### src/rtl/bug_motion_ctl.sv
// ---------------------------------------------------------------------------
// bug_motion_ctl
//
// Motion and game controller for the bug sprite. The bug moves once per
// frame, on the rising edge of vblnk_in, and bounces off the screen borders.
// A left click on the bug freezes it for SQUASH_FRAMES frames and adds one to
// a saturating score. The bug then respawns at a pseudo-random position
// taken from a free-running LFSR.
//
// Optional feature, selected with the macro BUG_SPEEDUP_EN:
//   When the macro is defined, the per-frame step grows with the score
//   (STEP + score[7:2]) and is capped at 2*STEP.
//   When it is undefined, the step is always STEP.
//
// Ports:
//   pclk        in   1   pixel clock
//   reset       in   1   synchronous, active-high reset
//   vblnk_in    in   1   vertical blank; its rising edge is the frame tick
//   start       in   1   one-cycle pulse that leaves IDLE
//   mouse_xpos  in  12   mouse x
//   mouse_ypos  in  12   mouse y
//   mouse_left  in   1   left button level
//   x_bugpos    out 12   bug left edge (registered)
//   y_bugpos    out 12   bug top edge (registered)
//   score       out  8   hit count, saturating at 255
//   squashed    out  1   high while the bug is frozen after a hit
// ---------------------------------------------------------------------------
module bug_motion_ctl #(
   parameter int SCREEN_W      = 1024,
   parameter int SCREEN_H      = 768,
   parameter int BUG_W         = 50,
   parameter int BUG_H         = 54,
   parameter int STEP          = 4,
   parameter int SQUASH_FRAMES = 30,
   parameter int X_INIT        = 0,
   parameter int Y_INIT        = 0
) (
   input  logic        pclk,
   input  logic        reset,
   input  logic        vblnk_in,
   input  logic        start,
   input  logic [11:0] mouse_xpos,
   input  logic [11:0] mouse_ypos,
   input  logic        mouse_left,
   output logic [11:0] x_bugpos,
   output logic [11:0] y_bugpos,
   output logic [7:0]  score,
   output logic        squashed
);

   localparam logic [11:0] XMAX     = 12'(SCREEN_W - BUG_W);
   localparam logic [11:0] YMAX     = 12'(SCREEN_H - BUG_H);
   localparam logic [11:0] BUG_W_12 = 12'(BUG_W);
   localparam logic [11:0] BUG_H_12 = 12'(BUG_H);
   localparam logic [15:0] CNT_INIT = 16'(SQUASH_FRAMES);

   typedef enum logic [1:0] {
      IDLE     = 2'd0,
      MOVING   = 2'd1,
      SQUASHED = 2'd2
   } state_t;

   state_t      state_reg, state_next;
   logic        vblnk_q_reg;
   logic        left_q_reg;
   logic [11:0] x_reg, x_next;
   logic [11:0] y_reg, y_next;
   // Direction bits: 1 = right (x) / down (y), 0 = left / up.
   logic        dir_x_reg, dir_x_next;
   logic        dir_y_reg, dir_y_next;
   logic [7:0]  score_reg, score_next;
   logic [15:0] cnt_reg, cnt_next;
   logic [15:0] lfsr_reg;

   logic        tick;
   logic        click_edge;
   logic        on_bug;
   logic        hit;
   logic [11:0] step_eff;
   logic [11:0] spawn_x_raw, spawn_y_raw;
   logic [11:0] spawn_x, spawn_y;
   logic        lfsr_fb;

   assign tick       = vblnk_in & ~vblnk_q_reg;
   assign click_edge = mouse_left & ~left_q_reg;

   // Bounding box test against the current registered position.
   assign on_bug = (mouse_xpos >= x_reg) && (mouse_xpos < x_reg + BUG_W_12) &&
                   (mouse_ypos >= y_reg) && (mouse_ypos < y_reg + BUG_H_12);
   assign hit    = (state_reg == MOVING) && click_edge && on_bug;

`ifdef BUG_SPEEDUP_EN
   logic [11:0] step_raw;
   assign step_raw = 12'(STEP) + {6'd0, score_reg[7:2]};
   assign step_eff = (step_raw > 12'(2 * STEP)) ? 12'(2 * STEP) : step_raw;
`else
   assign step_eff = 12'(STEP);
`endif

   // Fibonacci LFSR, taps 16,14,13,11 (maximal length, so never all-zero).
   assign lfsr_fb = lfsr_reg[15] ^ lfsr_reg[13] ^ lfsr_reg[12] ^ lfsr_reg[10];

   // Respawn: fold the 10-bit random field back into the legal range.
   assign spawn_x_raw = {2'b00, lfsr_reg[9:0]};
   assign spawn_y_raw = {2'b00, lfsr_reg[15:6]};
   assign spawn_x     = (spawn_x_raw <= XMAX) ? spawn_x_raw : spawn_x_raw - XMAX;
   assign spawn_y     = (spawn_y_raw <= YMAX) ? spawn_y_raw : spawn_y_raw - YMAX;

   // One axis of motion; the limit test happens before any subtraction so
   // the 12-bit arithmetic never wraps.
   function automatic logic [11:0] axis_pos(input logic [11:0] p, input logic fwd,
                                            input logic [11:0] s, input logic [11:0] lim);
      if (fwd)
         return (p + s >= lim) ? lim : p + s;
      else
         return (p <= s) ? 12'd0 : p - s;
   endfunction

   function automatic logic axis_dir(input logic [11:0] p, input logic fwd,
                                     input logic [11:0] s, input logic [11:0] lim);
      if (fwd)
         return !(p + s >= lim);
      else
         return (p <= s);
   endfunction

   always_comb begin
      state_next = state_reg;
      x_next     = x_reg;
      y_next     = y_reg;
      dir_x_next = dir_x_reg;
      dir_y_next = dir_y_reg;
      score_next = score_reg;
      cnt_next   = cnt_reg;
      case (state_reg)
         IDLE: begin
            if (start)
               state_next = MOVING;
         end
         MOVING: begin
            // A hit takes priority over a tick in the same cycle.
            if (hit) begin
               state_next = SQUASHED;
               score_next = (score_reg == 8'hFF) ? score_reg : score_reg + 8'd1;
               cnt_next   = CNT_INIT;
            end else if (tick) begin
               x_next     = axis_pos(x_reg, dir_x_reg, step_eff, XMAX);
               dir_x_next = axis_dir(x_reg, dir_x_reg, step_eff, XMAX);
               y_next     = axis_pos(y_reg, dir_y_reg, step_eff, YMAX);
               dir_y_next = axis_dir(y_reg, dir_y_reg, step_eff, YMAX);
            end
         end
         SQUASHED: begin
            if (tick) begin
               // A count of 0 (SQUASH_FRAMES = 0) behaves like 1.
               if (cnt_reg <= 16'd1) begin
                  state_next = MOVING;
                  cnt_next   = 16'd0;
                  x_next     = spawn_x;
                  y_next     = spawn_y;
                  dir_x_next = lfsr_reg[0];
                  dir_y_next = lfsr_reg[1];
               end else begin
                  cnt_next = cnt_reg - 16'd1;
               end
            end
         end
         default: state_next = IDLE;
      endcase
   end

   always_ff @(posedge pclk) begin
      if (reset) begin
         state_reg   <= IDLE;
         vblnk_q_reg <= 1'b0;
         left_q_reg  <= 1'b0;
         x_reg       <= 12'(X_INIT);
         y_reg       <= 12'(Y_INIT);
         dir_x_reg   <= 1'b1;
         dir_y_reg   <= 1'b1;
         score_reg   <= 8'd0;
         cnt_reg     <= 16'd0;
         lfsr_reg    <= 16'hACE1;
      end else begin
         state_reg   <= state_next;
         vblnk_q_reg <= vblnk_in;
         left_q_reg  <= mouse_left;
         x_reg       <= x_next;
         y_reg       <= y_next;
         dir_x_reg   <= dir_x_next;
         dir_y_reg   <= dir_y_next;
         score_reg   <= score_next;
         cnt_reg     <= cnt_next;
         lfsr_reg    <= {lfsr_reg[14:0], lfsr_fb};
      end
   end

   assign x_bugpos = x_reg;
   assign y_bugpos = y_reg;
   assign score    = score_reg;
   assign squashed = (state_reg == SQUASHED);

endmodule
### config.mk
export PLATFORM = sky130hd
export DESIGN_NAME = bug_motion_ctl
export DESIGN_NICKNAME = d
export VERILOG_FILES = /design/src/rtl/bug_motion_ctl.sv
export SDC_FILE = /design/constraint.sdc
export NUM_CORES = 1
export LEC_CHECK = 0
export ABC_AREA = 1
export ABC_CLOCK_PERIOD_IN_PS = 6800
export CORE_MARGIN = 4
export CORE_UTILIZATION = 50
export CTS_BUF_LIST = sky130_fd_sc_hd__clkbuf_4
export DETAILED_ROUTE_END_ITERATION = 10
export GPL_TIMING_DRIVEN = 1
export PLACE_DENSITY = 0.8
export SYNTH_ARGS = -nofsm -noshare
export SYNTH_HDL_FRONTEND = slang
export SYNTH_SLANG_ARGS = --single-unit
### constraint.sdc
create_clock -name pclk -period 6.8 [get_ports pclk]
set_input_delay 1.36 -clock pclk [delete_from_list [all_inputs] [get_ports pclk]]
set_output_delay 1.36 -clock pclk [all_outputs]
set_load 0.02 [all_outputs]
==> results.yml <==
run_status:
  status: "finished, final reports clean"
die:
  die_w_um: 123
  initial_core_util_pct: 51.6
  core_um2: 12800
  fp.dieArea_um2: 15100
  rows: 41
  die_y_um: 123
  num_io_pins: 62
synthesis:
  synth_most_common_cell: "nand2_1"
  synth_top_cell_by_area: "dfxtp_1"
  synthCells: 1058
  ys_ff_latch: 70
  synth_compound_area_share_pct: 13.1
  synth_top_family_by_area: "simple AND/OR/NAND/NOR gates"
  seq_area_frac_synth_pct: 21.2
  syn_nets: 1153
  synth_top_flop_cell: "dfxtp_1"
  synth_common_cells: "nand2_1 (272), nor2_1 (141), inv_1 (115)"
  synth_edf_count: 0
  synth_xor_area_share_pct: 5.71
  muxShareOfSynthArea_pct: 0
  ys.warnings.count: 0
  synth_area_leaders: "dfxtp_1 (21%), nand2_1 (15%), ha_1 (13%)"
  synth_fa_ha_area_share_pct: 12.5
  syn_avg_cell_area_um2: 6.23
  ys_types: 46
  ys_async_sr_fraction_pct: 0
  synthDominantCellAreaShare_pct: 21.2
  synth-simple-area-share_pct: 36.9
  syn_area_um2: 6600
place:
  globalplace.congestion: 0.923
  io_buffers: 61
  pre_cts_ws_ps: 2670
  dp_cells: 1260
  post-dp-hpwl_um: 13100
setup_path:
  worst_path_dominant_cell_family: "simple AND/OR/NAND/NOR gates"
  cpMostUsedCell: "nand2_1"
  crit_chain: "inv_1, ha_1, or2_2, a21oi_1, nand2_1, xor2_1, ha_1, nand2_1, inv_1, nand2_1, nand3_1, nor2_1, nand3_1, nor2_2, nand2_2, nand2_2, nand2_1, inv_2, nand2_1, a21oi_1"
  crit_path_start_kind: "flip-flop"
  cp_slowest_stage_delay_ps: 490
  worstSetupPathType: "flip-flop to flip-flop"
  crit_buf_inv: 3
  path_max_fanout: 20
  critical_path_required_ps: 7170
  critical_path.slowest_cell: "dfxtp_1"
  cp.arrival_ps: 4410
  endpoint_kind: "flip-flop"
clocking:
  numCtsBuffers: 9
  cts_tree: "built"
  cts_max_level: 3
  post_cts_resized: 0
  insertion_delay_ps: 430
  clockBufferDepth: 2
  cts_setup_buffers: 0
  cts.sinks: 70
  postCtsHoldBufs: 0
  cts.clk_slew.worst_paths_ps: 120
  root_buffer: "clkbuf_4"
timing:
  hold_viol: 0
  setup_viol: 0
  clock_skew_ps: 19.5
  fin_setup_tns_ps: 0
  rsz0062_at_grt: "false"
  relSlewSlack_pct: 20.6
  max_freq_ghz: 0.248
  period_share_pct: 59.3
  worst_slack_ps: 2770
  final.min_clock_period_ps: 4030
  slew_viol_final: 0
  tightest_slew_ps: 1190
final_layout:
  area_delta_synth_final_pct: 11.9
  stdcell_count: 1276
  nets: 1194
  antenna_cells: 0
  drive_above_1_share_pct: 6.43
  fin_util_pct: 57.8
  fillerInstances: 1252
global_routing:
  grt_pass1_wl_um: 28600
  grt_max_degree: 40
  antenna_found_initial: 0
  grt_usage_pct: 23.2
  grt_overflow_total: 0
  grt_pass1_vias: 6256
routing:
  avgViaCountPerCell: 5.25
  wl_per_cell_um: 13.3
  ant_nets: 0
  routed_wl_um: 17000
  vias: 6697
  dr.pass1.iters: 7
  drt_iter0_markers: 414
  drc: 0
power:
  pwr-share-comb_pct: 70.4
  power.share.clock_pct: 8.4
  p_int_uw: 1580
  pwr-share-seq_pct: 21.2
  p_switching_uw: 1980
  swShare_pct: 55.6
  power_density_nw_per_um2: 482
  report.power.total_uw: 3560
  peakVddDrop_v: 0.000206
  leakagePower_uw: 0.00345
job:
  drv_cap: 0
min_path:
  hp-class: "flip-flop to flip-flop"
[layout by cell type, fill, tap and decap left out, types with 14 or more instances in the layout]
master / netlist / final
nand3_1: 61 / 61
nor2_2: 14 / 14
clkdlybuf4s50_1: 0 / 61
nor3_1: 18 / 18
nand2_1: 272 / 272
ha_1: 66 / 66
dfxtp_1: 70 / 70
xor2_1: 36 / 36
a21oi_1: 76 / 76
o21ai_0: 46 / 46
inv_1: 115 / 115
o21ai_1: 21 / 21
nor2_1: 141 / 141
nand4_1: 17 / 17
[final timing paths]
check	start	endpoint	slack, ps	depth (start not counted)
setup reg to reg	y_bugpos[2]	cnt_reg[14]	2770	20
hold / removal	lfsr_reg[13]	lfsr_reg[14]	480	2
hold reg to reg	lfsr_reg[13]	lfsr_reg[14]	480	2
setup / recovery	y_bugpos[2]	cnt_reg[14]	2770	20
[worst register-to-register path: stages (launching register included)]
cell,delay [ps]
dfxtp_1,490
inv_1,200
ha_1,230
or2_2,330
a21oi_1,280
nand2_1,110
xor2_1,160
ha_1,300
nand2_1,110
inv_1,60
nand2_1,90
nand3_1,80
nor2_1,140
nand3_1,90
nor2_2,130
nand2_2,110
nand2_2,90
nand2_1,390
inv_2,380
nand2_1,90
a21oi_1,140
[cell type report]
cell class                      instances  area [um^2]  area share [%]
Multi-Input combinational cell        826         4500            61.0
Clock buffer                           10         75.1            1.02
Timing Repair Buffer                   64          633            8.58
Inverter                              128          480            6.51
Clock inverter                          6         76.3            1.03
Sequential cell                        70         1400            19.0
Tap cell                              172          215            2.92
[routing by layer]
layer	routed length [um]	vias up	track usage, %	share of wire [%]
li1	-	3486	-	-
met1	7860	2975	31.0	46
met2	7780	212	38.9	46
met3	1020	24	3.64	6.0
met4	332	0	6.58	2.0
met5	0	-	0	0
[kinds of logic (layout without fill, tap and decap cells)]
group           count (synthesis)  in the layout
flops                          70             70
fa+ha+maj                      66             66
xor+xnor                       43             43
compound gates                161            161
buf+inv                       162            208
simple gates                  556            556
[per-stage QoR]
stage          hold WS [ps]  cell area [um^2]
2_1_floorplan           429              6600
4_1_cts                 487              7380
6_report                478              7380
5_1_grt                 506              7380
3_3_place_gp            451              7230
3_5_place_dp            467              7230
[power groups by stage]
stage          logic (uW)  registers, uW  clock network, uW
2_1_floorplan        1990            709                  0
6_report             2510            756                298
3_5_place_dp         2470            759                  0
3_3_place_gp         2430            758                  0
5_1_grt              2850            779                326
4_1_cts              2490            750                304
Power figures use the tool's default switching activity.
